[config.mk]
export PLATFORM = sky130hd
export DESIGN_NAME = stopwatch_bcd
export DESIGN_NICKNAME = d
export VERILOG_FILES = /design/src/rtl/stopwatch_pkg.sv /design/src/rtl/stopwatch_bcd_seg7.sv /design/src/rtl/stopwatch_bcd.sv
export SDC_FILE = /design/constraint.sdc
export NUM_CORES = 1
export LEC_CHECK = 0
export CAP_MARGIN = 5
export CORE_ASPECT_RATIO = 0.75
export CORE_MARGIN = 2
export CORE_UTILIZATION = 45
export CTS_CLUSTER_DIAMETER = 30
export CTS_CLUSTER_SIZE = 10
export DETAILED_ROUTE_END_ITERATION = 10
export PLACE_DENSITY_LB_ADDON = 0.2
export SLEW_MARGIN = 10
export SYNTH_ARGS = -nofsm -noshare
export SYNTH_HDL_FRONTEND = slang
export SYNTH_SLANG_ARGS = --single-unit
[constraint.sdc]
create_clock -name clkin -period 5.2 [get_ports clkin]
set_input_delay 1.56 -clock clkin [delete_from_list [all_inputs] [get_ports clkin]]
set_output_delay 1.56 -clock clkin [all_outputs]
set_load 0.01 [all_outputs]
[src/rtl/stopwatch_pkg.sv]
// Shared definitions for the BCD stopwatch: FSM state encoding, BCD digit
// limits and the 7-segment glyph table ({g,f,e,d,c,b,a}, active-high).
package stopwatch_pkg;

  typedef enum logic [1:0] {
    IDLE    = 2'd0,
    RUNNING = 2'd1,
    PAUSED  = 2'd2
  } state_t;

  localparam logic [3:0] BCD_MAX9 = 4'd9;
  localparam logic [3:0] BCD_MAX5 = 4'd5;

  localparam logic [6:0] SEG_0     = 7'b0111111;
  localparam logic [6:0] SEG_1     = 7'b0000110;
  localparam logic [6:0] SEG_2     = 7'b1011011;
  localparam logic [6:0] SEG_3     = 7'b1001111;
  localparam logic [6:0] SEG_4     = 7'b1100110;
  localparam logic [6:0] SEG_5     = 7'b1101101;
  localparam logic [6:0] SEG_6     = 7'b1111101;
  localparam logic [6:0] SEG_7     = 7'b0000111;
  localparam logic [6:0] SEG_8     = 7'b1111111;
  localparam logic [6:0] SEG_9     = 7'b1101111;
  localparam logic [6:0] SEG_BLANK = 7'b0000000;

  // Non-BCD codes blank the display rather than showing a misleading glyph.
  function automatic logic [6:0] bcd_to_seg(input logic [3:0] d);
    logic [6:0] s;
    case (d)
      4'd0:    s = SEG_0;
      4'd1:    s = SEG_1;
      4'd2:    s = SEG_2;
      4'd3:    s = SEG_3;
      4'd4:    s = SEG_4;
      4'd5:    s = SEG_5;
      4'd6:    s = SEG_6;
      4'd7:    s = SEG_7;
      4'd8:    s = SEG_8;
      4'd9:    s = SEG_9;
      default: s = SEG_BLANK;
    endcase
    return s;
  endfunction

endpackage

[src/rtl/stopwatch_bcd_seg7.sv]
// Single-digit BCD to 7-segment decoder, polarity selectable per board.
module seg7_decoder
  import stopwatch_pkg::*;
#(
  parameter bit ACTIVE_LOW = 1'b1
) (
  input  logic [3:0] bcd,
  output logic [6:0] seg
);

  logic [6:0] pattern;

  always_comb begin
    pattern = bcd_to_seg(bcd);
  end

  assign seg = ACTIVE_LOW ? ~pattern : pattern;

endmodule

[src/rtl/stopwatch_bcd.sv]
// MM:SS.t stopwatch: button synchronisers, run/pause controller and a BCD
// counter chain advanced by the 100 ms tick, driving five 7-segment digits.
module stopwatch_bcd
  import stopwatch_pkg::*;
#(
  parameter bit SEG_ACTIVE_LOW = 1'b1
) (
  input  logic       clkin,
  input  logic       rst,
  input  logic       tick,
  input  logic       btn_startstop,
  input  logic       btn_clear,
  output logic       running,
  output logic       wrap,
  output logic [3:0] d_tenths,
  output logic [3:0] d_sec_u,
  output logic [3:0] d_sec_t,
  output logic [3:0] d_min_u,
  output logic [3:0] d_min_t,
  output logic [6:0] hex0,
  output logic [6:0] hex1,
  output logic [6:0] hex2,
  output logic [6:0] hex3,
  output logic [6:0] hex4
);

  // Bit 0 carries start/stop, bit 1 carries clear.
  logic [1:0] btn_s0, btn_s1, btn_s2;
  logic       ss_press, clr_press;

  always_ff @(posedge clkin or posedge rst) begin
    if (rst) begin
      btn_s0 <= 2'b00;
      btn_s1 <= 2'b00;
      btn_s2 <= 2'b00;
    end else begin
      btn_s0 <= {btn_clear, btn_startstop};
      btn_s1 <= btn_s0;
      btn_s2 <= btn_s1;
    end
  end

  assign ss_press  = btn_s1[0] & ~btn_s2[0];
  assign clr_press = btn_s1[1] & ~btn_s2[1];

  state_t state;
  logic   count_en;
  logic   c0, c1, c2, c3, c4;

  // Tick qualifies against the registered state, so a press that leaves
  // RUNNING still counts its coincident tick and one that enters does not.
  assign count_en = tick & (state == RUNNING);
  assign c0 = (d_tenths == BCD_MAX9);
  assign c1 = c0 & (d_sec_u == BCD_MAX9);
  assign c2 = c1 & (d_sec_t == BCD_MAX5);
  assign c3 = c2 & (d_min_u == BCD_MAX9);
  assign c4 = c3 & (d_min_t == BCD_MAX5);

  always_ff @(posedge clkin or posedge rst) begin
    if (rst) begin
      state    <= IDLE;
      running  <= 1'b0;
      wrap     <= 1'b0;
      d_tenths <= 4'd0;
      d_sec_u  <= 4'd0;
      d_sec_t  <= 4'd0;
      d_min_u  <= 4'd0;
      d_min_t  <= 4'd0;
    end else if (clr_press) begin
      state    <= IDLE;
      running  <= 1'b0;
      wrap     <= 1'b0;
      d_tenths <= 4'd0;
      d_sec_u  <= 4'd0;
      d_sec_t  <= 4'd0;
      d_min_u  <= 4'd0;
      d_min_t  <= 4'd0;
    end else begin
      case (state)
        IDLE: begin
          if (ss_press) begin
            state   <= RUNNING;
            running <= 1'b1;
          end
        end
        RUNNING: begin
          if (ss_press) begin
            state   <= PAUSED;
            running <= 1'b0;
          end
        end
        PAUSED: begin
          if (ss_press) begin
            state   <= RUNNING;
            running <= 1'b1;
          end
        end
        default: begin
          state   <= IDLE;
          running <= 1'b0;
        end
      endcase

      wrap <= count_en & c4;

      if (count_en) begin
        d_tenths <= c0 ? 4'd0 : d_tenths + 4'd1;
        if (c0) d_sec_u <= c1 ? 4'd0 : d_sec_u + 4'd1;
        if (c1) d_sec_t <= c2 ? 4'd0 : d_sec_t + 4'd1;
        if (c2) d_min_u <= c3 ? 4'd0 : d_min_u + 4'd1;
        if (c3) d_min_t <= c4 ? 4'd0 : d_min_t + 4'd1;
      end
    end
  end

  seg7_decoder #(.ACTIVE_LOW(SEG_ACTIVE_LOW)) u_seg0 (.bcd(d_tenths), .seg(hex0));
  seg7_decoder #(.ACTIVE_LOW(SEG_ACTIVE_LOW)) u_seg1 (.bcd(d_sec_u),  .seg(hex1));
  seg7_decoder #(.ACTIVE_LOW(SEG_ACTIVE_LOW)) u_seg2 (.bcd(d_sec_t),  .seg(hex2));
  seg7_decoder #(.ACTIVE_LOW(SEG_ACTIVE_LOW)) u_seg3 (.bcd(d_min_u),  .seg(hex3));
  seg7_decoder #(.ACTIVE_LOW(SEG_ACTIVE_LOW)) u_seg4 (.bcd(d_min_t),  .seg(hex4));

endmodule

==> results_tabular.tex <==
\begin{tabular}{lr}
\hline
Metric & Value \\
\hline
\multicolumn{2}{l}{\textbf{Status}} \\
\quad Outcome & complete, no violations \\
\multicolumn{2}{l}{\textbf{Drt}} \\
\quad Drt first-iter violations & 214 \\
\quad Met3 wirelength from detailed routing & $\sim$310 µm \\
\quad Avg Vias per Cell & between 5 and 6 \\
\quad Detailed-routing wirelength on met1 & around 2.7 mm \\
\quad Drt wl/cell & $\sim$14 µm \\
\quad Routed length on met2 & between 2 and 2.5 mm \\
\quad Highest signal layer in the routed design & met3 \\
\quad Number of nets with antenna violations after detailed routing & 0 \\
\quad Length of the first detailed-routing pass in iterations & 4 \\
\quad Residual DRC & 0 \\
\quad Number of vias after detailed routing & $\sim$2200 \\
\quad Total routed wirelength & $\sim$5.4 mm \\
\multicolumn{2}{l}{\textbf{Clock network}} \\
\quad Clock Tree Buf Depth & 2 \\
\quad Post-cts sizing count & 0 \\
\quad Total CTS buffers & 5 \\
\quad Worst-Skew Late Latency & 0.28 ns \\
\quad H-Tree Depth & 2 \\
\quad Buffer cell driving the clock tree root & sky130\_fd\_sc\_hd\_\_clkbuf\_8 \\
\quad Clock transition at the registers of the reported paths & around 0.070 ns \\
\quad Post-CTS Hold Fix Bufs & 0 \\
\quad Post-CTS setup-driven buffer insertion count & 0 \\
\quad Sink Count & 29 \\
\quad TritonCTS clock tree & yes \\
\multicolumn{2}{l}{\textbf{Synthesis}} \\
\quad Mean instance size in the synthesized netlist & about 8.2 µm² \\
\quad Synthesized instance count & 281 \\
\quad Total standard cell area after synthesis & roughly 2300 µm² \\
\quad Share of the synthesized area in the top cell type & 0.316 \\
\quad Number of enable flip-flop cells after synthesis & 0 \\
\quad Synth unique cells & 38 \\
\quad Synth area leader & sky130\_fd\_sc\_hd\_\_dfrtp\_1 \\
\quad Post-synth net total & 313 \\
\quad Sequential cell area fraction in the yosys report & 0.316 \\
\quad Post-synthesis register bit count & 29 \\
\quad Syn. warnings & 0 \\
\quad Most common flop cell mapped by yosys & sky130\_fd\_sc\_hd\_\_dfrtp\_1 \\
\quad Post-synthesis async set-or-reset flop share & 1.00 \\
\quad Cell types with the largest area share after synthesis & sky130\_fd\_sc\_hd\_\_dfrtp\_1, sky130\_fd\_sc\_hd\_\_ha\_1, sky130\_fd\_sc\_hd\_\_a21oi\_1 \\
\multicolumn{2}{l}{\textbf{Power and ir drop}} \\
\quad Clock Power Share & 0.406 \\
\quad Leakage power of the design & 1.34 nW \\
\quad Total net switching power & about 0.16 mW \\
\quad Highest ir drop seen on vdd & around 0.15 mV \\
\quad Relative contribution of sequential cells to total power & 0.405 \\
\quad Cell internal pwr & around 0.45 mW \\
\quad Switch share & 0.264 \\
\quad Combinational share of power & 0.188 \\
\quad Power Density & between 150 and 200 nW/µm² \\
\multicolumn{2}{l}{\textbf{Cells and area}} \\
\quad Final instance area & just over 3000 µm² \\
\quad Area taken by multi-input logic gates & between 1000 and 1500 µm² \\
\quad Filler-free cell count of the finished design & slightly below 400 \\
\quad Final \#Nets & about 370 \\
\quad Reg area & 726 µm² \\
\quad Fill cells & 419 \\
\quad Number of diodes & 0 \\
\quad Layout Area Growth over Synthesis & 32.2\% \\
\quad Fraction of final layout cells sized beyond drive strength 1 & 0.0774 \\
\multicolumn{2}{l}{\textbf{Critical path}} \\
\quad Worst path max stage delay & approximately 0.5 ns \\
\quad Arrival @ worst endpoint & approximately 2.2 ns \\
\quad Type of destination of the critical path & primary output \\
\quad Critical Path Source Type & register \\
\quad WP data required & around 3.6 ns \\
\quad Crit Path Class & reg -> out \\
\quad Maximum net fanout on the critical path & 8 \\
\quad CP max-delay cell & sky130\_fd\_sc\_hd\_\_dfrtp\_1 \\
\quad CP cell instances & inv\_1 > ha\_1 > or2\_2 > a21oi\_1 > nor2\_1 > clkdlybuf4s50\_1 \\
\quad Worst-case reg-to-reg path depth & 6 \\
\multicolumn{2}{l}{\textbf{Die}} \\
\quad Horiz. Die Dim & approximately 87 µm \\
\quad Boundary Pins & 62 \\
\quad Effective utilization at floorplan & 0.469 \\
\quad Full die area & about 5700 µm² \\
\quad Floorplan row count & 22 \\
\quad Y dimension of the die & 65.9 µm \\
\quad Total core area & approximately 4900 µm² \\
\multicolumn{2}{l}{\textbf{STA}} \\
\quad Max-slew headroom & 0.287 \\
\quad Total setup violations reported at the end of the flow & 0 \\
\quad Measured slew at the worst slew-check pin & 1.06 ns \\
\quad Least setup slack across all paths after layout & around 1.5 ns \\
\quad Max Clk Rate & 269 MHz \\
\quad Setup TNS after final layout & 0 ns \\
\quad Minimum clock period & between 3 and 4 ns \\
\quad Pins Over Slew Limit & 0 \\
\quad Hold violation total from the final report & 0 \\
\quad Worst clock skew on the final layout & 0.00361 ns \\
\quad RSZ-0062 raised after global routing & no \\
\quad Final worst-path cycle share & 0.715 \\
\multicolumn{2}{l}{\textbf{Global route}} \\
\quad Number of global-route vias before repair & slightly below 2000 \\
\quad Antenna violations before repair & 0 \\
\quad Total GRT Usage & 0.199 \\
\quad Global route total overflow & 0 \\
\quad Largest net degree at the start of global routing & 30 \\
\quad Global-route wire length before repair & 9.09 mm \\
\multicolumn{2}{l}{\textbf{Placed design}} \\
\quad \# placed instances & a little under 400 \\
\quad Global placer's final weighted congestion & between 0.8 and 0.9 \\
\quad Post-detailed-placement half-perimeter wirelength & $\sim$3.9 mm \\
\quad Setup Slack @ Placement & $\sim$1.8 ns \\
\quad Cell area after placement & about 2900 µm² \\
\quad Port Buffers & 61 \\
\multicolumn{2}{l}{\textbf{Flow run}} \\
\quad Number of max-cap violations & 0 \\
\multicolumn{2}{l}{\textbf{Hold path}} \\
\quad Worst min-delay path category & reg -> reg \\
\quad Worst hold path depth & 0 \\
\hline
\end{tabular}
-- final cells by class --
type                    count  share of cell area
flip-flops and latches     29               0.239
inverters                  22              0.0272
well taps                  60              0.0247
clock inverters             2              0.0123
multi-input cells         216               0.469
repair buffers             61               0.201
clock buffers               6              0.0272
-- routing by layer --
metal,vias up,track usage
met5,-,0
met4,0,0.0371
met3,0,0.0524
met2,64,0.287
met1,1023,0.299
li1,1091,-
-- state kept, by name, summed over array words and instances (netlist names) --
register and count:
wrap 1, running 1, d_min_u 4, d_sec_t 4, btn_s2 2, btn_s0 2
state 1, d_tenths 4, btn_s1 2, d_sec_u 4, d_min_t 4
-- worst paths after layout --
path | start | to | slack [ns]
worst min-delay path | btn_s0[0] | btn_s1[0] | 0.35
worst max-delay path | d_min_u[1] | hex3[0] | 1.48
max in group asynchronous | rst | d_sec_t[1] | 3.00
worst max register to register | d_tenths[1] | d_min_u[2] | 2.77
min in group asynchronous | rst | d_sec_u[0] | 1.71
worst min register to register | btn_s0[0] | btn_s1[0] | 0.35
-- Yosys cell counts (3+ instances only) --
cell and n:
sky130_fd_sc_hd__a21oi_1 41, sky130_fd_sc_hd__a22oi_1 4, sky130_fd_sc_hd__a31oi_1 6, sky130_fd_sc_hd__and3b_1 3, sky130_fd_sc_hd__buf_2 3, sky130_fd_sc_hd__clkbuf_1 9
sky130_fd_sc_hd__dfrtp_1 29, sky130_fd_sc_hd__ha_1 27, sky130_fd_sc_hd__inv_1 22, sky130_fd_sc_hd__mux2_2 3, sky130_fd_sc_hd__nand2_1 22, sky130_fd_sc_hd__nand2b_1 6
sky130_fd_sc_hd__nand3_1 7, sky130_fd_sc_hd__nand3b_1 3, sky130_fd_sc_hd__nand4_1 4, sky130_fd_sc_hd__nor2_1 31, sky130_fd_sc_hd__nor2b_1 3, sky130_fd_sc_hd__nor3_1 8
sky130_fd_sc_hd__nor4_1 3, sky130_fd_sc_hd__o211ai_1 3, sky130_fd_sc_hd__o21ai_0 19, sky130_fd_sc_hd__or2_2 5
-- power by group through the flow --
stage	registers, mW	logic (mW)	clock network [mW]
final	0.246	0.114	0.247
after global routing	0.248	0.127	0.260
after CTS	0.246	0.115	0.250
after detailed placement	0.250	0.115	0
after global placement	0.250	0.112	0
after floorplan	0.249	0.0619	0
-- through the flow --
stage	util	hold slack [ns]	power, mW
floorplan	-	0.331	0.311
global placement	0.596	0.332	0.361
detailed placement	0.596	0.336	0.365
CTS	0.621	0.352	0.611
global route	0.621	0.365	0.635
finish	0.621	0.349	0.607
-- placed cells by master (no fill, tap or decap), drive strengths merged, types with 3 or more instances in the layout --
| cell type | synthesis | routed |
|---|---|---|
| clkdlybuf4s50 | 0 | 61 |
| a21oi | 41 | 41 |
| nor2 | 31 | 31 |
| dfrtp | 29 | 29 |
| ha | 27 | 27 |
| nand2 | 22 | 22 |
| inv | 22 | 21 |
| o21ai | 19 | 19 |
| nor3 | 8 | 8 |
| nand3 | 7 | 7 |
| a31oi | 6 | 6 |
| nand2b | 6 | 6 |
| clkbuf | 9 | 6 |
| nand3b | 6 | 6 |
| or2 | 5 | 5 |
| nand4 | 4 | 4 |
| a22oi | 4 | 4 |
| and3b | 4 | 4 |
| nor4 | 4 | 4 |
| mux2 | 3 | 3 |
| o211ai | 3 | 3 |
| nor2b | 3 | 3 |
-- critical path: cells and delay by family, from the launching register on --
kind | cells | cell delay, ns
adders and majority gates | 1 | 0.20
buffers and inverters | 2 | 0.66
DFF | 1 | 0.50
and+or+nand+nor | 2 | 0.34
AOI/OAI and AO/OA | 1 | 0.18
-- cells by family after synthesis --
family,synth area share
and+or+nand+nor,0.239
AOI/OAI and AO/OA,0.202
xor gates and xnor gates,0.00762
buffers and inverters,0.0653
muxes,0.0234
DFF,0.316
adders and majority gates,0.147
Power figures use the tool's default switching activity.
==> patch (same settings) <==
Put a register stage on the output `hex1`, without a reset. The value now appears one clock later. The other outputs are not delayed to match.
--- a/src/rtl/stopwatch_bcd.sv
+++ b/src/rtl/stopwatch_bcd.sv
@@ -25,2 +25,4 @@
 );
+
+  logic [6:0] hex1_d;
 
@@ -116,3 +118,3 @@
   seg7_decoder #(.ACTIVE_LOW(SEG_ACTIVE_LOW)) u_seg0 (.bcd(d_tenths), .seg(hex0));
-  seg7_decoder #(.ACTIVE_LOW(SEG_ACTIVE_LOW)) u_seg1 (.bcd(d_sec_u),  .seg(hex1));
+  seg7_decoder #(.ACTIVE_LOW(SEG_ACTIVE_LOW)) u_seg1 (.bcd(d_sec_u),  .seg(hex1_d));
   seg7_decoder #(.ACTIVE_LOW(SEG_ACTIVE_LOW)) u_seg2 (.bcd(d_sec_t),  .seg(hex2));
@@ -121,2 +123,6 @@
 
+  always_ff @(posedge clkin) begin
+    hex1 <= hex1_d;
+  end
+
 endmodule
Formal check against the unedited RTL: same outputs for any inputs over 10 cycles, from zero or initial values and one cycle with rst high; that may be too few to reach the edited logic, so the function may still have changed.
==> patch against the unedited design <==
Utilization is 0.083 points lower; area after synthesis rose by 1.9%; design area rose by 0.99%; first-iteration DRC count shrank 32%; routed wire length down 2.4%; sequential cell count increased by 7; setup slack lost 63 ps; power fell by 1.2%; clock skew up 4.8 ps; critical path depth did not move; combinational power fell by 4%; count of clock-buffer cells in the layout shrank 1.
==> patch: results (changes against the unedited design) <==
Mean area per synthesized cell: 8.31 um2 (+1.5%)
Filler Cell Count: 436 (+4.1%)
Inst Count DP: 392 (+1.0%)
Syn Nets: 314 (+0.32%)
Design area: 0.00307 mm2 (+0.99%)
Status: finished, final reports clean
Top area cells in the synthesized netlist: dfrtp_1 (31%), ha_1 (14%), a21oi_1 (7.7%)
M1 wire length: 2.58 mm (-3.2%)
Netlist cell types: 37 (-2.6%)
Post-Layout Cell Count: 400 (+1.0%)
Leakage power: 1.29 nW (-3.7%)
Via count: 2183 (+0.23%)
Routed met2 length: 2.35 mm (-1.5%)
Min-delay src: btn_s0[1]
Crit path DAT: 2220 ps (+60 ps)
Synth top cells by count: a21oi_1 (36), nor2_1 (30), dfrtp_1 (29)
Worst IR Drop VDD: 200 uV (+34%)
Worst r2r dst: d_min_t[3]
Pre-CTS setup slack: 1330 ps (-463 ps)
Sw frac: 0.275 (+0.0109)
Mean routed wirelength per cell: 13.1 um (-3.4%)
Fin Hold WS: 362 ps (+13.0 ps)
Wire length on met3: 281 um (-10%)
Worst Hold End: btn_s1[1]
Post-synthesis sequential area ratio: 0.369 (+0.0539)
## patch: power by group through the flow
stage                     sequential [W]  clock (W)  combinational [W]
after floorplan                 0.000303          0          0.0000590
after CTS                       0.000298   0.000195           0.000110
after global routing            0.000299   0.000212           0.000121
after global placement          0.000303          0           0.000108
after detailed placement        0.000303          0           0.000110
final                           0.000297   0.000193           0.000110
## patch: worst max path at each step
stage | from | to | slack [ps] | cells past startpoint
after floorplan | tick | d_min_u[3] | 2180 | 5
after global placement | tick | d_min_t[3] | 1380 | 5
after detailed placement | tick | d_min_t[3] | 1330 | 5
after CTS | d_tenths[1] | hex0[3] | 1430 | 6
after global routing | d_tenths[1] | hex0[3] | 1260 | 6
final | d_tenths[1] | hex0[3] | 1420 | 6
## patch: logic make-up (layout without fill, tap and decap cells)
logic type	after synthesis	in the layout	synth area share
AO/OA/AOI/OAI	76	76	0.179
XOR/XNOR	1	1	0.00374
adder cells (fa/ha/maj)	27	27	0.144
buffers and inverters	34	92	0.0598
flip-flops	36	36	0.369
multiplexers	4	4	0.0182
AND/OR/NAND/NOR	104	104	0.225
## patch: layout make-up
type / count / share of cell area
clock buffer: 5 / 0.0224
clock inverter: 3 / 0.00611
inverter: 21 / 0.0257
multi-input combinational: 212 / 0.436
sequential: 36 / 0.282
tap: 60 / 0.0244
timing repair buffer: 63 / 0.204
## patch: worst max-delay path: cells and delay by family, from the launching register on
| family | cells | cell delay (ps) |
|---|---|---|
| buffers and inverters | 2 | 710 |
| DFF | 1 | 500 |
| and+or+nand+nor | 1 | 270 |
| AOI/OAI and AO/OA | 2 | 240 |
| adders and majority gates | 1 | 220 |
## patch: routing by layer
metal / track usage / vias to the layer above
li1: - / 1088
met1: 0.267 / 1027
met2: 0.283 / 66
met3: 0.0434 / 2
met4: 0.0385 / 0
met5: 0 / -
